File: config.mk
export PLATFORM = sky130hd
export DESIGN_NAME = writeback_stage
export DESIGN_NICKNAME = d
export VERILOG_FILES = /design/src/rtl/mips_pkg.sv /design/src/rtl/load_extender.sv /design/src/rtl/writeback_stage.sv
export SDC_FILE = /design/constraint.sdc
export NUM_CORES = 1
export LEC_CHECK = 0
export ABC_AREA = 1
export CAP_MARGIN = 20
export CORE_MARGIN = 5
export CORE_UTILIZATION = 30
export CTS_CLUSTER_DIAMETER = 30
export DETAILED_ROUTE_END_ITERATION = 7
export DONT_BUFFER_PORTS = 1
export GPL_TIMING_DRIVEN = 0
export HOLD_SLACK_MARGIN = 0.12
export PLACE_DENSITY = 0.49
export SLEW_MARGIN = 10
export SYNTH_ARGS = -nofsm -noshare
export SYNTH_HDL_FRONTEND = slang
export SYNTH_SLANG_ARGS = --single-unit
File: constraint.sdc
create_clock -name i_clk -period 2.7 [get_ports i_clk]
set_clock_uncertainty 0.05 [all_clocks]
set_input_delay 0.54 -clock i_clk [delete_from_list [all_inputs] [get_ports i_clk]]
set_output_delay 0.54 -clock i_clk [all_outputs]
set_load 0.005 [all_outputs]
File: src/rtl/mips_pkg.sv
// Shared constants and types for the MIPS pipeline stages.
// Load-width encodings, register-zero index and the HALT opcode.
package mips_pkg;

    typedef enum logic [1:0] {
        WIDTH_BYTE = 2'b00,
        WIDTH_HALF = 2'b01,
        WIDTH_ALT  = 2'b10,
        WIDTH_WORD = 2'b11
    } mem_width_e;

    localparam logic [4:0]  REG_ZERO   = 5'd0;
    localparam logic [31:0] HALT_INSTR = 32'hffffffff;

endpackage

File: src/rtl/load_extender.sv
// Picks the addressed byte/halfword out of an aligned word and extends it.
// Shared by write-back and the debug memory reader.
module load_extender
    import mips_pkg::*;
#(
    parameter int DATA_WIDTH = 32
) (
    input  logic [DATA_WIDTH-1:0] word,
    input  logic [1:0]            offset,
    input  logic [1:0]            width,
    input  logic                  is_unsigned,
    output logic [DATA_WIDTH-1:0] value
);

    logic [7:0]  byte_val;
    logic [15:0] half_val;
    logic        byte_fill;
    logic        half_fill;

    assign byte_val  = word[8*offset +: 8];
    assign half_val  = offset[1] ? word[31:16] : word[15:0];
    assign byte_fill = ~is_unsigned & byte_val[7];
    assign half_fill = ~is_unsigned & half_val[15];

    // 2'b10 falls through to the full-word path.
    always_comb begin
        value = word;
        case (width)
            WIDTH_BYTE: value = {{(DATA_WIDTH-8){byte_fill}}, byte_val};
            WIDTH_HALF: value = {{(DATA_WIDTH-16){half_fill}}, half_val};
            default:    value = word;
        endcase
    end

endmodule

File: src/rtl/writeback_stage.sv
// MEM/WB register and write-back datapath: load extension, result select,
// HALT tracking and retired count (counter built only with WB_RETIRE_CNT_EN).
module writeback_stage
    import mips_pkg::*;
#(
    parameter int DATA_WIDTH = 32,
    parameter int ADDR_WIDTH = 5,
    parameter int CNT_WIDTH  = 32
) (
    input  logic                  i_clk,
    input  logic                  i_reset,
    input  logic                  i_halt,
    input  logic                  i_valid_MEM,
    input  logic                  i_halt_instr_MEM,
    input  logic                  i_ctl_WB_mem_to_reg_MEM,
    input  logic                  i_ctl_WB_reg_write_MEM,
    input  logic                  i_ctl_MEM_unsigned_MEM,
    input  logic [1:0]            i_ctl_MEM_data_width_MEM,
    input  logic [1:0]            i_byte_offset_MEM,
    input  logic [DATA_WIDTH-1:0] i_mem_data_MEM,
    input  logic [DATA_WIDTH-1:0] i_alu_result_MEM,
    input  logic [ADDR_WIDTH-1:0] i_write_reg_MEM,
    output logic                  o_ctl_wb_reg_write_wb,
    output logic [ADDR_WIDTH-1:0] o_write_addr_wb,
    output logic [DATA_WIDTH-1:0] o_write_data_wb,
    output logic                  o_program_done,
    output logic [CNT_WIDTH-1:0]  o_retired_count
);

    logic                  wb_valid;
    logic                  wb_halt_instr;
    logic                  wb_mem_to_reg;
    logic                  wb_reg_write;
    logic                  wb_unsigned;
    logic [1:0]            wb_width;
    logic [1:0]            wb_offset;
    logic [DATA_WIDTH-1:0] wb_mem_data;
    logic [DATA_WIDTH-1:0] wb_alu_result;
    logic [ADDR_WIDTH-1:0] wb_write_reg;
    logic                  done;
    logic                  retire;
    logic [DATA_WIDTH-1:0] load_value;

    always_ff @(posedge i_clk or posedge i_reset) begin
        if (i_reset) begin
            wb_valid      <= 1'b0;
            wb_halt_instr <= 1'b0;
            wb_mem_to_reg <= 1'b0;
            wb_reg_write  <= 1'b0;
            wb_unsigned   <= 1'b0;
            wb_width      <= 2'b00;
            wb_offset     <= 2'b00;
            wb_mem_data   <= '0;
            wb_alu_result <= '0;
            wb_write_reg  <= '0;
        end else if (!i_halt && !done) begin
            wb_valid      <= i_valid_MEM;
            wb_halt_instr <= i_halt_instr_MEM;
            wb_mem_to_reg <= i_ctl_WB_mem_to_reg_MEM;
            wb_reg_write  <= i_ctl_WB_reg_write_MEM;
            wb_unsigned   <= i_ctl_MEM_unsigned_MEM;
            wb_width      <= i_ctl_MEM_data_width_MEM;
            wb_offset     <= i_byte_offset_MEM;
            wb_mem_data   <= i_mem_data_MEM;
            wb_alu_result <= i_alu_result_MEM;
            wb_write_reg  <= i_write_reg_MEM;
        end
    end

    always_ff @(posedge i_clk or posedge i_reset) begin
        if (i_reset) begin
            done <= 1'b0;
        end else if (!i_halt && wb_valid && wb_halt_instr) begin
            done <= 1'b1;
        end
    end

    // A stalled instruction behind HALT never retires.
    assign retire = wb_valid & ~wb_halt_instr & ~done;

`ifdef WB_RETIRE_CNT_EN
    logic [CNT_WIDTH-1:0] count;

    always_ff @(posedge i_clk or posedge i_reset) begin
        if (i_reset) begin
            count <= '0;
        end else if (!i_halt && retire && count != '1) begin
            count <= count + 1'b1;
        end
    end

    assign o_retired_count = count;
`else
    assign o_retired_count = '0;
`endif

    load_extender #(
        .DATA_WIDTH(DATA_WIDTH)
    ) u_load_extender (
        .word        (wb_mem_data),
        .offset      (wb_offset),
        .width       (wb_width),
        .is_unsigned (wb_unsigned),
        .value       (load_value)
    );

    assign o_ctl_wb_reg_write_wb = wb_reg_write & retire & ~i_halt
                                 & (wb_write_reg != ADDR_WIDTH'(REG_ZERO));
    assign o_write_addr_wb = wb_write_reg;
    assign o_write_data_wb = wb_mem_to_reg ? wb_alu_result : load_value;
    assign o_program_done  = done;

endmodule

==> impl_metrics.tcl, run 1 <==
set metrics [dict create \
    setup_violations 0 \
    slew-limit-headroom 0.6384 \
    leakagePower_nw 2.397 \
    track_usage 0.1533 \
    syn_inst 465 \
    cpMaxStageDelayCell "dfrtp_1" \
    worstSetupStartpointType "flop" \
    grt_max_degree 46 \
    io_pins 152 \
    nets 590 \
    start_util 0.3055 \
    clock_sinks 79 \
    diodes 0 \
    worst-setup-path-type "reg2out" \
    rows 43 \
    die_w_um 128.7 \
    clk_pin_slew_ns 0.06 \
    die_area_um2 16550 \
    use_met2 0.2399 \
    drv_cap 0 \
    via_per_inst 4.667 \
    die_height_um 128.7 \
    place_area_um2 4596 \
    num_vias 3239 \
    clockRootBuffer "clkbuf_16" \
    synth_warnings 0 \
    grt_first_pass_wirelength_mm 18.84 \
    grt-ovfl-total 0 \
    clock_latency_ns 0.34 \
    htreeDepth 3 \
    hold_path.class "in2reg" \
    cp.arrival_ns 1.89 \
    ir_worst_vdd_v 0.0003831 \
    final_antenna_net_count 0 \
    drc 0 \
    ys_seq_elements 79 \
    avgSynthCellArea_um2 9.084 \
    cts_buffers 9 \
    grt.busiest_layer "met2" \
    dr.pass1.iters 4 \
    worstMarginPinSlew_ns 0.5424 \
    stdcell_area_um2 4900 \
    whs_ns 0.2481 \
    rsz0062_at_grt "false" \
    post_cts_resized 0 \
    core_area_um2 13830 \
    numPortBuffers 0 \
    grt_pass1_vias 3284 \
    cp_data_required_time_ns 2.11 \
    synthDistinctLibCells 28 \
    cpPeakStageDelay_ns 0.42 \
    place_congestion 0.8166 \
    powerDensity_nw_per_um2 580.5 \
    drive_gt1_frac 0.2704 \
    drtIter0Drc 115 \
    wl_per_cell_um 18.28 \
    slew_viol_final 0 \
    ys_seq_area_frac 0.4680 \
    fin_crit_sh 0.9176 \
    area_delta_synth_final_pct 16.00 \
    run_status "finished, final reports clean" \
    power.total_mw 2.844 \
    fill_cells 1469 \
    cp_max_fo 10 \
    grt_use_met3 0.07929 \
    antenna_found_initial 3 \
    path_cells "buf_2, buf_4, nand2_1, o21ai_0, nand2_1, nand3_1, o21ai_0, inv_1" \
    cpLargestDelayFamily "buffers and inverters" \
    routed_wl_mm 12.68 \
    use_met1 0.1865 \
    clock_path_buffers 2 \
    dpl.hpwl_mm 9.878 \
    clock.fmax_mhz 403.6 \
    hold_viol 0 \
    end_kind "primary output" \
    cts_tree "done" \
    min_period_ns 2.478 \
    path_buf_inv 3 \
    netlist_area_um2 4224 \
]
## repair_timing
action,CTS,global route
hold buffers,1,0
hold endpoints to repair,34,0
setup buffers,0,0
## cell usage in the layout (no fill, tap or decap)
cell           netlist  routed
nor2_8               1       1
inv_1               32      31
nor3_1               1       1
dfrtp_1             79      79
nor2_1              20      20
clkbuf_1             9       9
buf_8                1       1
o21ai_0             48      48
nand2_1            100     100
clkinvlp_4           0       2
clkbuf_8             0       2
a31oi_1              1       1
nand2_2              2       2
nand2_4              2       2
inv_6                0       1
buf_2               11      11
o31ai_1              1       1
buf_6                1       1
nand3_1              3       3
nand3_2              1       1
buf_16               0       1
mux2_2              52      52
clkbuf_16            0       9
clkinv_4             0       2
a21oi_1             43      43
nand4_1              1       1
inv_4                1       2
dlygate4sd3_1        0       1
buf_4               36      36
clkinv_1             1       1
a21oi_2             11      11
o22ai_1              4       4
conb_1               1      32
inv_2                1       1
nor2_2               1       1
## per-layer routing
layer / share of wire / vias up / wire (µm)
met2: 0.46 / 127 / 5836
met3: 0.10 / 17 / 1299
li1: - / 1546 / -
met1: 0.42 / 1543 / 5357
met5: 0.0020 / - / 26
met4: 0.013 / 6 / 164
## cell families (layout without fill, tap and decap cells)
logic type             after synthesis  in the layout  synth area share
AO/OA/AOI/OAI                      108            108            0.1398
flip-flops                          79             79            0.4680
multiplexers                        52             52            0.1386
buffers and inverters               93            111            0.1229
AND/OR/NAND/NOR                    132            132            0.1297
other                                1             32         0.0008878
## layout make-up
type,instances,area (µm²),share of cell area
clock buffer,11,252.7,0.05158
inverter,35,136.4,0.02783
timing repair buffer,2,37.54,0.007661
clock inverter,5,41.29,0.008427
tap,180,225.2,0.04597
multi-input combinational,324,1844,0.3764
sequential,79,1977,0.4035
buffer,58,385.4,0.07865
## path summary, 6_finish.rpt
check / start / to / slack (ns) / cells past startpoint
worst max-delay path: wb_offset[1]$_DFFE_PP0P_ / o_write_data_wb[4] / 0.22 / 8
worst min-delay path: i_halt / o_program_done$_DFFE_PP0P_ / 0.25 / 1
worst max register to register: o_program_done$_DFFE_PP0P_ / wb_mem_data[8]$_DFFE_PP0P_ / 0.89 / 4
worst min register to register: wb_alu_result[4]$_DFFE_PP0P_ / wb_alu_result[4]$_DFFE_PP0P_ / 0.45 / 1
max in group asynchronous: i_reset / wb_alu_result[9]$_DFFE_PP0P_ / 1.35 / 3
min in group asynchronous: i_reset / wb_mem_data[5]$_DFFE_PP0P_ / 0.66 / 2
## cells in the mapped netlist (all sizes together)
library cell  number  area share
clkinv             1     0.00089
nand2            104       0.097
nor2              22       0.024
nor3               1      0.0012
o31ai              1      0.0018
dfrtp             79        0.47
o22ai              4      0.0059
clkbuf             9      0.0080
inv               34       0.031
nand4              1      0.0015
o21ai             48       0.057
mux2              52        0.14
a21oi             54       0.074
buf               49       0.083
conb               1     0.00089
a31oi              1      0.0015
nand3              4      0.0059
## power by group
group	switching (mW)	internal [mW]
clock network	0.523	0.680
registers	0.0406	1.25
logic	0.215	0.138
## per-stage QoR
stage | utilization | setup WS, ns | TNS [ns] | cells
3_3_place_gp | 0.3302 | -0.9366 | -73.63 | 676
4_1_cts | 0.3544 | 0.1631 | 0 | 694
3_5_place_dp | 0.3324 | 0.4593 | 0 | 677
6_report | 0.3544 | 0.2225 | 0 | 694
5_1_grt | 0.3544 | 0.1103 | 0 | 694
2_1_floorplan | - | 0.08662 | 0 | 496
No activity file was read; power rests on OpenSTA's default activity.
==> inputs of run 2 (changes only) <==
Settings changed: CAP_MARGIN 20 to 10.
==> results of run 2 <==
Final layout, timing and power as in run 1 (identical DEF).
==> patch: new RTL, config.mk and constraints of run 1 <==
The option `WB_RETIRE_CNT_EN` is turned on by a define.
--- a/src/rtl/writeback_stage.sv
+++ b/src/rtl/writeback_stage.sv
@@ -1,4 +1,6 @@
 // MEM/WB register and write-back datapath: load extension, result select,
 // HALT tracking and retired count (counter built only with WB_RETIRE_CNT_EN).
+`define WB_RETIRE_CNT_EN
+
 module writeback_stage
     import mips_pkg::*;
Check against the original RTL: not equivalent (a bounded check fails within 4 cycles, from zero or initial values and one cycle with i_reset high).
==> patch against run 1 <==
Setup slack worse by 79 ps. Clock power up 18%. Synthesized area up 42%. Wire length up 46%. Sequential cell count up 32. Cell area up 38%. Critical path depth unchanged. Power up 22%. Highest routed layer unchanged.
==> patch: results (changes against run 1) <==
Critical path
  • CP arrival: 1970 ps (+80 ps)
  • Critical R2R Launch: o_program_done$_DFFE_PP0P_
  • Crit path from: wb_width[1]$_DFFE_PP0P_
  • Crit-path max FO: 10 (unchanged)
  • Slowest stage delay, CP: 430 ps
  • Top delay family on crit path: simple AND/OR/NAND/NOR gates
  • Slowest-stage cell, CP: dfrtp_1

Power
  • Int Pwr: 2.563 mW (+24%)
  • Leakage: 3.060 nW (+28%)
  • Clock power share: 0.406 (-0.017)
  • Clk. pwr: 1.42 mW (+18%)
  • Comb pwr share: 0.087 (-0.037)
  • Peak VDD IR: 299.8 uV (-22%)

Detailed routing
  • Routed wire per std cell: 17.51 microns (-4.2%)
  • DR vias: 4992 (+54%)
  • Final wirelength: 18580 microns (+46%)
  • Drt first-iter violations: 204 (+77%)
  • First-pass DRT Iterations: 4 (unchanged)

Yosys
  • FFs w/ async S/R, synth: 1.000 (unchanged)
  • YS warnings: 0 (unchanged)
  • Top cells by area, synth: dfrtp_1 (46%), nand2_1 (18%), mux2_2 (10%)
  • Mapped Cells: 773 (+66%)
  • Syn nets: approximately 860
  • Distinct cells, synth: 25 (-11%)
  • Seq/Total Area, Yosys: 0.4637 (-0.004350)
  • Synth cell count leaders: nand2_1 (282), dfrtp_1 (111), nor2_1 (71)

Clocking
  • TritonCTS buffer count: 9 (unchanged)
  • Clk slew on worst S/H paths: 80 ps (+20 ps)
  • Htree depth: 3 (unchanged)
  • Worst skew pair latency: 360 ps (+20 ps)
  • Setup bufs post-CTS: 1 (+1)
  • Clock Tree Buf Depth: 2 (unchanged)
  • Root Driver: clkbuf_16
  • Hold buffer count at cts: 1 (unchanged)
  • Post-CTS sizing: 7 (+7)

Finish
  • Nets: 871 (+48%)
  • Layout cell share with drive strength beyond 1: 0.1322 (-0.1382)
  • Final Cell Area: 0.006745 sq mm (+38%)

Placement
  • RePlAce Congestion: 0.8438 (+3.3%)
  • Placed instance count: 1041 (+54%)
  • Hpwl dp: 14560 microns (+47%)
  • I/O Buffers: 0 (unchanged)
  • Dpl ws: 345.1 ps (-114.2 ps)
  • Placed instance area: 0.006386 sq mm (+39%)

Global route
  • First-pass GRT wire length: 28290 microns (+50%)
  • Largest net degree at the start of global routing: 34 (-26%)
  • Vias in the first global route: 4842 (+47%)
  • GRT Total Usage: 0.1631 (+0.009764)
  • Antenna violations before repair: 8 (+5)

Hold path
  • HP Class: in2reg
  • Critical hold path startpoint: i_halt

Timing
  • Worst Tran Pin Value: 695.8 ps (+153.4 ps)

Status
  • Status: complete, no violations
==> patch: changes by cell type in the layout (fill, tap and decap cells not counted), moves of 6 or more <==
cell      change
buf_4        -34
a21oi_2       -6
dfrtp_1      +32
clkbuf_1      +7
xnor2_1       +6
nand2_1     +182
nor2_1       +51
conb_1       -32
o21ai_0      +13
inv_1        +27
nand3_1      +21
xor2_1        +7
==> patch: path summary, 6_finish.rpt <==
check / end / slack, ps / depth (start not counted)
worst max-delay path: o_write_data_wb[21] / 140 / 8
worst max register to register: wb_mem_data[6]$_DFFE_PP0P_ / 540 / 5
min in group asynchronous: o_program_done$_DFFE_PP0P_ / 680 / 2
worst min-delay path: o_program_done$_DFFE_PP0P_ / 230 / 1
max in group asynchronous: wb_alu_result[24]$_DFFE_PP0P_ / 920 / 5
worst min register to register: wb_alu_result[6]$_DFFE_PP0P_ / 450 / 1
==> patch: per-layer routing <==
layer  vias to the layer above  routed length, microns  track usage
met3                        34                    1416      0.04847
met1                      2315                    8087       0.2112
met2                       125                    8677       0.2572
li1                       2506                       -            -
met5                         -                      57            0
met4                        12                     340      0.06074
==> patch: logic make-up after synthesis <==
kind of cell             after synthesis  synth area share
multiplexers                          53           0.09962
XOR/XNOR                              13           0.01901
adder cells (fa/ha/maj)                1          0.002088
AO/OA/AOI/OAI                        113           0.09524
AND/OR/NAND/NOR                      389            0.2579
buffers and inverters                 93           0.06245
flip-flops                           111            0.4637
==> patch: layout make-up <==
cell class | instances | area [sq um]
Tap cell | 265 | 331.6
Timing Repair Buffer | 5 | 77.57
Clock buffer | 9 | 225.2
Buffer | 31 | 148.9
Clock inverter | 7 | 77.57
Antenna cell | 2 | 5.005
Fill cell | 2146 | 12840
Multi-Input combinational cell | 569 | 2865
Inverter | 62 | 236.5
Sequential cell | 111 | 2778
